File: src/rtl/seq_divider_pkg.sv
// Shared types and defaults for the sequential integer divider.
package seq_divider_pkg;

  localparam int unsigned DataWidthDefault = 32;

  typedef enum logic [1:0] {
    StIdle = 2'd0,
    StBusy = 2'd1,
    StDone = 2'd2
  } div_state_e;

endpackage

File: src/rtl/seq_divider_div_step.sv
// One restoring-division iteration: shift in the next dividend bit, subtract if it fits.
module seq_divider_div_step #(
  parameter int unsigned DATA_WIDTH = 32
) (
  input  logic [DATA_WIDTH-1:0] rem_in,
  input  logic [DATA_WIDTH-1:0] q_in,
  input  logic [DATA_WIDTH-1:0] divisor,
  output logic [DATA_WIDTH-1:0] rem_out,
  output logic [DATA_WIDTH-1:0] q_out
);

  // Shifted partial remainder needs one extra bit before the compare.
  logic [DATA_WIDTH:0] shifted;
  logic                fits;

  always_comb begin
    shifted = {rem_in, q_in[DATA_WIDTH-1]};
    fits    = shifted >= {1'b0, divisor};
    rem_out = fits ? DATA_WIDTH'(shifted - {1'b0, divisor}) : shifted[DATA_WIDTH-1:0];
    q_out   = {q_in[DATA_WIDTH-2:0], fits};
  end

endmodule

File: src/rtl/seq_divider.sv
// Multi-cycle DIV/DIVU unit: fixed DATA_WIDTH iterations, valid/ready on both sides.
module seq_divider
  import seq_divider_pkg::*;
#(
  parameter int unsigned DATA_WIDTH = DataWidthDefault
) (
  input  logic                  clk,
  input  logic                  resetn,
  input  logic                  flush,
  input  logic                  in_valid,
  output logic                  in_ready,
  input  logic [DATA_WIDTH-1:0] dividend,
  input  logic [DATA_WIDTH-1:0] divisor,
  input  logic                  is_signed,
  output logic                  out_valid,
  input  logic                  out_ready,
  output logic [DATA_WIDTH-1:0] quotient,
  output logic [DATA_WIDTH-1:0] remainder,
  output logic                  div_by_zero
);

  localparam int unsigned CntW = $clog2(DATA_WIDTH) + 1;
  localparam logic [CntW-1:0] LastCnt = CntW'(DATA_WIDTH - 1);

  div_state_e            state_q;
  logic [CntW-1:0]       count_q;
  logic [DATA_WIDTH-1:0] rem_q, q_q, b_mag_q, dividend_q;
  logic                  sa_q, sb_q, zero_q;
  logic [DATA_WIDTH-1:0] step_rem, step_q;
  logic [DATA_WIDTH-1:0] q_fix, r_fix;
  logic                  sa_in, sb_in;

  seq_divider_div_step #(
    .DATA_WIDTH(DATA_WIDTH)
  ) u_div_step (
    .rem_in (rem_q),
    .q_in   (q_q),
    .divisor(b_mag_q),
    .rem_out(step_rem),
    .q_out  (step_q)
  );

  assign in_ready = (state_q == StIdle);
  assign sa_in    = is_signed & dividend[DATA_WIDTH-1];
  assign sb_in    = is_signed & divisor[DATA_WIDTH-1];

  // Sign fix applied to the final iteration's result; zero divisor overrides it.
  always_comb begin
    q_fix = (sa_q ^ sb_q) ? -step_q : step_q;
    r_fix = sa_q ? -step_rem : step_rem;
    if (zero_q) begin
      q_fix = '1;
      r_fix = dividend_q;
    end
  end

  always_ff @(posedge clk or negedge resetn) begin
    if (!resetn) begin
      state_q     <= StIdle;
      count_q     <= '0;
      rem_q       <= '0;
      q_q         <= '0;
      b_mag_q     <= '0;
      dividend_q  <= '0;
      sa_q        <= 1'b0;
      sb_q        <= 1'b0;
      zero_q      <= 1'b0;
      out_valid   <= 1'b0;
      quotient    <= '0;
      remainder   <= '0;
      div_by_zero <= 1'b0;
    end else if (flush) begin
      state_q   <= StIdle;
      count_q   <= '0;
      out_valid <= 1'b0;
    end else begin
      case (state_q)
        StIdle: begin
          if (in_valid) begin
            state_q    <= StBusy;
            count_q    <= '0;
            rem_q      <= '0;
            q_q        <= sa_in ? -dividend : dividend;
            b_mag_q    <= sb_in ? -divisor : divisor;
            dividend_q <= dividend;
            sa_q       <= sa_in;
            sb_q       <= sb_in;
            zero_q     <= (divisor == '0);
          end
        end
        StBusy: begin
          rem_q   <= step_rem;
          q_q     <= step_q;
          count_q <= count_q + 1'b1;
          if (count_q == LastCnt) begin
            state_q     <= StDone;
            out_valid   <= 1'b1;
            quotient    <= q_fix;
            remainder   <= r_fix;
            div_by_zero <= zero_q;
          end
        end
        StDone: begin
          if (out_ready) begin
            state_q   <= StIdle;
            out_valid <= 1'b0;
          end
        end
        default: state_q <= StIdle;
      endcase
    end
  end

endmodule

File: config.mk
export PLATFORM = sky130hd
export DESIGN_NAME = seq_divider
export DESIGN_NICKNAME = d
export VERILOG_FILES = /design/src/rtl/seq_divider_pkg.sv /design/src/rtl/seq_divider_div_step.sv /design/src/rtl/seq_divider.sv
export SDC_FILE = /design/constraint.sdc
export NUM_CORES = 1
export LEC_CHECK = 0
export CORE_MARGIN = 5
export CORE_UTILIZATION = 55
export CTS_CLUSTER_SIZE = 28
export DETAILED_ROUTE_END_ITERATION = 7
export PLACE_DENSITY = 0.8
export SLEW_MARGIN = 20
export SYNTH_ARGS = -nofsm -noshare
export SYNTH_HDL_FRONTEND = slang
export SYNTH_HIERARCHICAL = 1
export SYNTH_SLANG_ARGS = --single-unit
export TNS_END_PERCENT = 50
File: constraint.sdc
create_clock -name clk -period 9.1 [get_ports clk]
set_input_delay 1.365 -clock clk [delete_from_list [all_inputs] [get_ports clk]]
set_output_delay 1.365 -clock clk [all_outputs]
set_load 0.02 [all_outputs]
==> implementation parameters <==
Parameter                              Value

Global route
  Vias in the first global route    11600
  Global-route wire length before repair    60300 um
  Aggregate global-route resource usage    27.4%
  Number of antenna violations at the first check in global routing    0
  Grt total ovfl    0
  Pin count of the biggest net entering global routing    84

Placement
  GP Congestion    0.944
  Detailed placement HPWL    27300 um
  Worst slack after detailed placement    approximately 3.4 ns
  Number of buffers added on ports    136

STA
  Period utilisation layout    63.0%
  Slew of the pin with the lowest slew margin    1.08 ns
  Post-route setup slack    3.36 ns
  Final Max Tran Viols    0
  Headroom to the max-slew limit    27.5%
  Setup Viol. Count Final    0
  Layout Skew    0.0128 ns
  Fin crit period    ~5.7 ns
  Setup repair after global routing missed its margin    no
  Max Clock Freq    174 MHz
  Final sum of negative setup slack    0 ns
  Number of hold-slack violations in the final timing report    0

Synthesis
  Async set-or-reset flop fraction in the synthesized netlist    100%
  Post-synthesis instance total    1561
  Synth Area per Inst    8.48 sq um
  Library cell with the largest summed area after synthesis    sky130_fd_sc_hd__dfrtp_1
  Count of flip-flops with a built-in enable after synthesis    0
  Distinct cell type count of the synthesized netlist    70
  Yosys warning count    6
  Sequential area share after synthesis    38.8%
  Number of synthesized register bits    205
  Synth top area share    38.8%
  Prevailing post-synth register cell    sky130_fd_sc_hd__dfrtp_1
  Synthesized area    13200 sq um
  Mapped Nets    1669
  Dominant cells by area after synthesis    sky130_fd_sc_hd__dfrtp_1 (39%), sky130_fd_sc_hd__nand2_1 (6.8%), sky130_fd_sc_hd__xnor2_1 (5.8%), sky130_fd_sc_hd__o21ai_0 (5.5%), sky130_fd_sc_hd__nor2_1 (4.0%)

Critical path
  Start of the worst register-to-register path    rem_q[10]
  Cell repeated most along the worst path    sky130_fd_sc_hd__or4_4
  Data arrival, critical path    6.12 ns
  CP Max Fanout    33
  Type of element launching the critical path    flop
  Slowest stage cell, crit path    sky130_fd_sc_hd__inv_2
  Type of the worst setup path    flop to flop
  Crit path cell chain    ha_1 -> nand4_1 -> nor3_1 -> o211ai_1 -> nor4b_4 -> o21ai_2 -> a31oi_4 -> o21a_4 -> inv_2 -> mux2_2 -> or4_4 -> or4_4 -> or3_1 -> o41ai_1 -> xor2_1 -> o22ai_1
  Delay-heaviest family, CP    simple AND/OR/NAND/NOR gates
  Critical path capture point type    flop
  Largest stage delay, worst path    0.60 ns
  Req. time, crit path    9.48 ns
  Worst setup path startpoint    rem_q[10]
  Total buffers and inverters traversed by the critical path    1

Die
  Core outline area    23600 sq um
  Horiz. Die Dim    165 um
  Area of the die    around 27000 sq um
  Vert. Die Dim    165 um
  Top-level port count    137
  Num rows    between 50 and 60
  Initial Utilization    56.0%

Clocking
  Number of post-CTS setup repair buffers    0
  Total clock buffers created by CTS    24
  Total of hold buffers inserted after clock tree synthesis    0
  Level count of the clock H-tree    1
  Reg clk slew, reported paths    0.06 ns
  Total clock sinks    205
  CTS root buf    sky130_fd_sc_hd__clkbuf_16
  TritonCTS clock tree    yes
  Post_cts resized    0
  Maximum clock path buffer count    3
  Clock insertion delay at the later pin of the skew report    0.53 ns

Cells and area
  Filler Cells Inserted    a little under 2000
  Most common cell after layout, fill and taps aside    sky130_fd_sc_hd__nand2_1
  Final antenna diode count    0
  Proportion of layout cells with a drive suffix above 1    between 6 and 7%
  Area grow syn2layout    15.5%
  Final net count    1732
  Most frequent cells in the layout    sky130_fd_sc_hd__nand2_1 (240), sky130_fd_sc_hd__dfrtp_1 (205), sky130_fd_sc_hd__o21ai_0 (146), sky130_fd_sc_hd__nor2_1 (140), sky130_fd_sc_hd__clkdlybuf4s50_1 (135)

Flow run
  Maximum Capacitance Violations    0

Route
  First-pass iteration count of the detailed router    6
  Initial DRC count    1159
  Drt total wl    37400 um
  Number of vias after detailed routing    approximately 12000
  DR top layer    met4
  Met2 wirelength from detailed routing    17000 um
  Routed via count divided by cell count    between 6 and 7
  DRC violation count after routing    0
  Per-cell routed wire length    ~19 um
  M1 WL    15700 um
  Routed Antenna Nets    0
  Met3 wire len    3310 um

Pwr
  VDD IR-drop max    156 uV
  Leakage    6.70 nW
  Areal power density over the cells    331 nW/um^2

Hold path
  Min-delay src    dividend_q[19]
  Tightest Hold Check Type    flop to flop

Status
  Status    finished, final reports clean
## cell type report
type	instances	area (sq um)	area share, %
inverter	59	221	1.45
clock buffer	34	678	4.44
clock inverter	5	36.3	0.237
multi-input combinational	1181	7330	47.9
timing repair buffer	153	1490	9.77
sequential	205	5130	33.6
tap	319	399	2.61
## kinds of logic (layout without fill, tap and decap cells)
| group | Yosys count | after routing | synth area share [%] |
|---|---|---|---|
| compound gates | 417 | 417 | 19.6 |
| xor+xnor | 144 | 144 | 9.53 |
| simple gates | 539 | 539 | 18.5 |
| mux | 43 | 43 | 3.78 |
| buf+inv | 175 | 251 | 6.13 |
| fa+ha+maj | 38 | 38 | 3.65 |
| flops | 205 | 205 | 38.8 |
## metrics by stage
stage / hold WS, ns / area [sq um] / instances / utilization, % / total power, W
floorplan: 0.438 / 13200 / 1561 / - / 0.00347
global placement: 0.455 / 14600 / 1917 / 61.7 / 0.00403
detailed placement: 0.462 / 14600 / 1917 / 61.7 / 0.00409
CTS: 0.476 / 15300 / 1956 / 64.7 / 0.00500
global route: 0.503 / 15300 / 1956 / 64.7 / 0.00539
finish: 0.473 / 15300 / 1956 / 64.7 / 0.00506
## power by group
group | internal, W | switching (W) | total, W | leakage, nW
Sequential | 0.00110 | 0.000185 | 0.00129 | 2.69
Clock | 0.000514 | 0.000378 | 0.000892 | 0.354
Combinational | 0.00115 | 0.00173 | 0.00288 | 3.66
## worst paths after layout
check,endpoint,slack [ns],cells after the start
worst min-delay path,dividend_q[19],0.47,2
worst max register to register,remainder[27],3.36,16
max in group asynchronous,dividend_q[10],6.17,3
min in group asynchronous,b_mag_q[26],0.87,1
worst min register to register,dividend_q[19],0.47,2
worst max-delay path,remainder[27],3.36,16
## flip-flops by register name (all words and copies together) (netlist names)
signal       count
count_q          6
zero_q           1
dividend_q      32
rem_q           32
remainder       32
quotient        32
b_mag_q         32
q_q             32
sa_q             1
state_q          2
out_valid        1
sb_q             1
div_by_zero      1
## worst min-delay path, cell delays in order, from the launching register on
cell and delay, ns:
sky130_fd_sc_hd__dfrtp_1 0.34, sky130_fd_sc_hd__nand2_1 0.05, sky130_fd_sc_hd__nand2_1 0.05
## synth_stat cells (all sizes together), types with 14 or more instances
| cell type | count |
|---|---|
| nand2 | 241 |
| mux2i | 14 |
| inv | 58 |
| a22o | 32 |
| a21oi | 104 |
| clkbuf | 75 |
| dfrtp | 205 |
| buf | 41 |
| nor3 | 24 |
| a31oi | 23 |
| nand3 | 18 |
| nor2 | 142 |
| xnor2 | 88 |
| nand4 | 17 |
| or3 | 19 |
| o31ai | 25 |
| mux2 | 29 |
| o41ai | 21 |
| nor4 | 16 |
| or4 | 14 |
| ha | 37 |
| o21ai | 148 |
| xor2 | 56 |
## routing by layer
metal / global-route usage (%) / up-vias
li1: - / 5574
met1: 38.1 / 5713
met2: 43.2 / 575
met3: 5.31 / 93
met4: 9.60 / 0
met5: 0 / -
Power figures use the tool's default switching activity.
